$ cat config.mk
export PLATFORM = sky130hd
export DESIGN_NAME = pipeline_ctrl
export DESIGN_NICKNAME = d
export VERILOG_FILES = /design/src/rtl/pipeline_ctrl.sv
export SDC_FILE = /design/constraint.sdc
export NUM_CORES = 1
export LEC_CHECK = 0
export CAP_MARGIN = 20
export CORE_MARGIN = 2
export CORE_UTILIZATION = 30
export CTS_BUF_LIST = sky130_fd_sc_hd__clkbuf_8
export CTS_CLUSTER_SIZE = 20
export DETAILED_ROUTE_END_ITERATION = 10
export GPL_TIMING_DRIVEN = 0
export SLEW_MARGIN = 30
export SYNTH_ARGS = -nofsm -noshare
export SYNTH_HDL_FRONTEND = slang
export SYNTH_SLANG_ARGS = --single-unit
$ cat constraint.sdc
create_clock -name clk -period 2.8 [get_ports clk]
set_clock_uncertainty 0.05 [all_clocks]
set_input_delay 0.28 -clock clk [delete_from_list [all_inputs] [get_ports clk]]
set_output_delay 0.28 -clock clk [all_outputs]
set_load 0.01 [all_outputs]
$ cat src/rtl/pipeline_ctrl.sv
// Pipeline hazard controller: per-stage stall masks, exception flush/redirect,
// stall watchdog and a saturating stalled-cycle counter.
module pipeline_ctrl #(
  parameter logic [31:0] EXC_BASE = 32'h0000_0020,
  parameter int unsigned TIMEOUT  = 255
) (
  input  logic        clk,
  input  logic        rst,
  input  logic        stallreq_id,
  input  logic        stallreq_ex,
  input  logic        stallreq_mem,
  input  logic [31:0] excepttype,
  input  logic [31:0] cp0_epc,
  input  logic        timeout_clr,
  output logic [5:0]  stall,
  output logic        flush,
  output logic [31:0] new_pc,
  output logic        stall_timeout,
  output logic [31:0] stall_cycles
);

  localparam int unsigned WD_W = 16;
  localparam logic [WD_W-1:0] WD_MAX  = WD_W'(TIMEOUT);
  localparam logic [WD_W-1:0] WD_TRIP = WD_W'(TIMEOUT - 1);
  localparam logic [31:0] ERET_CODE = 32'h0000_000e;

  typedef enum logic [1:0] {
    ST_RUN   = 2'd0,
    ST_STALL = 2'd1,
    ST_FLUSH = 2'd2
  } state_e;

  state_e          state;
  state_e          state_nxt;
  logic [WD_W-1:0] wd_cnt;
  logic            stalled;
  logic            wd_trip;

  // State register
  always_ff @(posedge clk or negedge rst) begin
    if (!rst) state <= ST_RUN;
    else      state <= state_nxt;
  end

  // Next state: a flush cycle always returns to RUN
  always_comb begin
    state_nxt = ST_RUN;
    case (state)
      ST_RUN, ST_STALL: begin
        if (excepttype != 32'h0) state_nxt = ST_FLUSH;
        else if (stalled)        state_nxt = ST_STALL;
        else                     state_nxt = ST_RUN;
      end
      default: state_nxt = ST_RUN;
    endcase
  end

  // Outputs: exception outranks all stall requests; everything quiet in reset or FLUSH
  always_comb begin
    stall  = 6'b000000;
    flush  = 1'b0;
    new_pc = 32'h0;
    if (rst && state != ST_FLUSH) begin
      if (excepttype != 32'h0) begin
        flush  = 1'b1;
        new_pc = (excepttype == ERET_CODE) ? cp0_epc : EXC_BASE;
      end else if (stallreq_mem) begin
        stall = 6'b011111;
      end else if (stallreq_ex) begin
        stall = 6'b001111;
      end else if (stallreq_id) begin
        stall = 6'b000111;
      end
    end
  end

  assign stalled = |stall;
  assign wd_trip = stalled && (wd_cnt == WD_TRIP);

  // Watchdog counts consecutive stalled cycles and parks at TIMEOUT
  always_ff @(posedge clk or negedge rst) begin
    if (!rst)                   wd_cnt <= '0;
    else if (!stalled)          wd_cnt <= '0;
    else if (wd_cnt != WD_MAX)  wd_cnt <= wd_cnt + WD_W'(1);
  end

  // Sticky timeout flag; a coincident set beats the clear
  always_ff @(posedge clk or negedge rst) begin
    if (!rst)             stall_timeout <= 1'b0;
    else if (wd_trip)     stall_timeout <= 1'b1;
    else if (timeout_clr) stall_timeout <= 1'b0;
  end

  always_ff @(posedge clk or negedge rst) begin
    if (!rst)                                      stall_cycles <= 32'h0;
    else if (stalled && stall_cycles != 32'hFFFF_FFFF) stall_cycles <= stall_cycles + 32'd1;
  end

endmodule

==> metrics.yaml, run 1 <==
status: "completed"
cts.sinks: 51
pwr_density_cell_nw_per_um2: 263
synth_top_family_by_area: "simple AND/OR/NAND/NOR gates"
setup_violations: 0
crit_type: "primary input to primary output"
hp-class: "register to register"
cp-start-kind: "primary input"
syn_nets: 395
grt_usage_pct: 17.0
ir_worst_vdd_mv: 0.185
syn_area_sq_um: 3040
grt_pass1_vias: 2887
drt_iter0_markers: 104
crit_arrival_ns: 2.36
antenna_left: 0
yosys.area_share.simple_pct: 35.0
final_nets: 550
reg2reg_depth: 7
wl_mm: 9.41
io_buffers: 140
grt_antenna_before_repair: 0
synth_edf_count: 0
drt-vias-per-instance: 4.89
root_buffer: "clkbuf_8"
dpl_cell_area_sq_um: 4620
grt_start_max_net_pins: 27
endpoint_kind: "primary output"
avgSynthCellArea_sq_um: 9.43
cts-htree-levels: 2
wire_per_inst_um: 15.4
fp.dieArea_sq_um: 10900
syn-instance-count: 322
maxSlewViolCount: 0
required_ns: 2.47
synth-seq-cells: 51
tightest_slew_ns: 0.570
boundaryPins: 142
finalWorstPathRequiredPeriod_ns: 2.69
cts_tree: "built"
gp_congestion: 0.804
yosysWarnings: 0
ys_seq_area_share_pct: 42.0
rsz0062_at_grt: "false"
maxSlewHeadroom_pct: 62.0
max_freq_mhz: 371
clk_latency_ns: 0.30
design_power_total_mw: 1.29
grt_pass1_wl_mm: 15.3
fin_crit_sh_pct: 96.1
synthXorXnorAreaFrac_pct: 11.5
leakage_nw: 2.25
dp_cells: 596
dp_hpwl_mm: 7.21
diodes: 0
synth_compound_area_share_pct: 4.53
grt.overflow.total: 0
num_vias: 2986
hold_viol_final: 0
path_clk_slew_ns: 0.09
die_width_um: 105
min_path_cells: 1
synth-adder-area-share_pct: 1.24
start_util_pct: 30.9
cts_max_path_buffers: 2
drv_cap: 0
critPathMaxFanout: 11
cts_made_buffers: 5
final_util_pct: 49.9
synth_mux_area_share_pct: 0.495
instances_no_fill: 611
fp-row-count: 36
final_area_sq_um: 4900
synth_flop_cell: "dfrtp_1"
drive_gt1_share_pct: 10.9
drcViolationCount: 0
first_pass_iters: 4
core_area_sq_um: 9820
dieHeight_um: 105
area_growth_syn_to_layout_pct: 61.4
synth_cell_types: 45
synth_async_sr_flop_share_pct: 100
nFillCells: 997
## worst paths after layout
kind	to	slack, ns	startpoint
max	stall[2]	0.11	excepttype[16]
min	state[1]	0.42	state[1]
max reg2reg	stall_cycles[28]	0.47	stall_cycles[0]
max in group asynchronous	stall_cycles[26]	1.94	rst
min in group asynchronous	wd_cnt[2]	0.56	rst
min reg2reg	state[1]	0.42	state[1]
## sequential cells by signal, indices dropped and copies added, names as in the netlist
signal,cells
stall_cycles,32
wd_cnt,16
state,2
stall_timeout,1
## stage by stage
| step | TNS, ns | hold WS (ns) | worst slack [ns] |
|---|---|---|---|
| floorplan | 0 | -0.0656 | 0.781 |
| global placement | -161.09 | 0.398 | -2.28 |
| detailed placement | -6.88 | 0.172 | -0.404 |
| CTS | 0 | 0.422 | 0.00685 |
| global route | 0 | 0.450 | 0.000358 |
| finish | 0 | 0.417 | 0.108 |
## synth_stat cells (2+ instances only)
master / n / share of area (%)
a31oi_1: 2 / 0.41
nor3_1: 7 / 1.2
nand2_1: 14 / 1.7
buf_4: 4 / 0.99
buf_6: 2 / 0.74
dfrtp_1: 51 / 42
inv_1: 5 / 0.62
o21ai_0: 5 / 0.82
nand4_1: 29 / 6.0
and3_1: 42 / 8.7
or2_2: 3 / 0.62
or4_1: 2 / 0.49
o211ai_1: 2 / 0.49
nand3_1: 19 / 3.1
nor2_1: 24 / 3.0
buf_8: 2 / 0.99
or3_1: 5 / 1.0
xor2_1: 7 / 2.0
and2_1: 5 / 1.0
and4_1: 4 / 1.2
nand3_2: 3 / 0.99
ha_1: 3 / 1.2
xnor2_1: 33 / 9.5
a21oi_1: 6 / 0.99
and3_2: 2 / 0.49
clkbuf_1: 11 / 1.4
nor4_1: 12 / 2.5
## critical path, stage by stage
cell and delay (ns):
clkdlybuf4s50_1 0.40, nor4_1 0.30, nand4_1 0.22, or3_4 0.44, buf_6 0.15, clkinv_2 0.08, buf_12 0.13, buf_4 0.10
dlygate4sd2_1 0.25
## cells in the final DEF (no fill, tap or decap), types with 8 or more instances in the layout
cell             count
nand4_1             29
nand2_1             14
xnor2_1             33
dlymetal6s2s_1      13
and3_1              42
nor2_1              23
dfrtp_1             51
buf_4                8
nor4_1               9
clkdlybuf4s50_1    120
nand3_1             19
## logic make-up (layout without fill, tap and decap cells)
family,after synthesis,in the layout
compound gates,20,20
simple gates,180,180
xor+xnor,40,40
mux,1,1
other cells,1,1
fa+ha+maj,3,3
buf+inv,26,182
flops,51,51
## final cells by class
type / count / area [sq um] / area share, %
inverter: 6 / 23.8 / 0.485
clock inverter: 3 / 12.5 / 0.255
multi-input combinational: 245 / 1640 / 33.4
buffer: 19 / 141 / 2.89
timing repair buffer: 149 / 1570 / 32.1
tap: 133 / 166 / 3.40
sequential: 51 / 1280 / 26.1
clock buffer: 5 / 68.8 / 1.40
## power by group
group,internal (mW),switching [mW]
Combinational,0.105,0.0452
Clock,0.169,0.233
Sequential,0.736,0.000000000358
Total,1.01,0.279
## per-layer routing
layer / vias to the layer above / share of wire, % / global-route usage, % / routed length [um]
li1: 1482 / - / - / -
met1: 1442 / 47 / 23.4 / 4390
met2: 54 / 49 / 29.0 / 4640
met3: 8 / 3.3 / 2.74 / 310
met4: 0 / 0.78 / 2.29 / 73
met5: - / 0 / 0 / 0
## timing repair
action / CTS / global route
setup buffers: 1 / 1
endpoints found under the setup margin: 36 / 14
endpoints found under the hold margin: 26 / 0
cloned: 1 / 0
hold buffers: 5 / 0
gates resized for setup: 18 / 20
pin swaps: 7 / 3
(Power assumes the default switching activity.)
==> inputs of run 2 (changes only) <==
--- a/config.mk
+++ b/config.mk
@@ -5,7 +5,6 @@
 export SDC_FILE = /design/constraint.sdc
 export NUM_CORES = 1
 export LEC_CHECK = 0
-export CAP_MARGIN = 20
 export CORE_MARGIN = 2
 export CORE_UTILIZATION = 30
 export CTS_BUF_LIST = sky130_fd_sc_hd__clkbuf_8
==> results of run 2 <==
No change in the layout: final DEF, timing and power equal those of run 1.
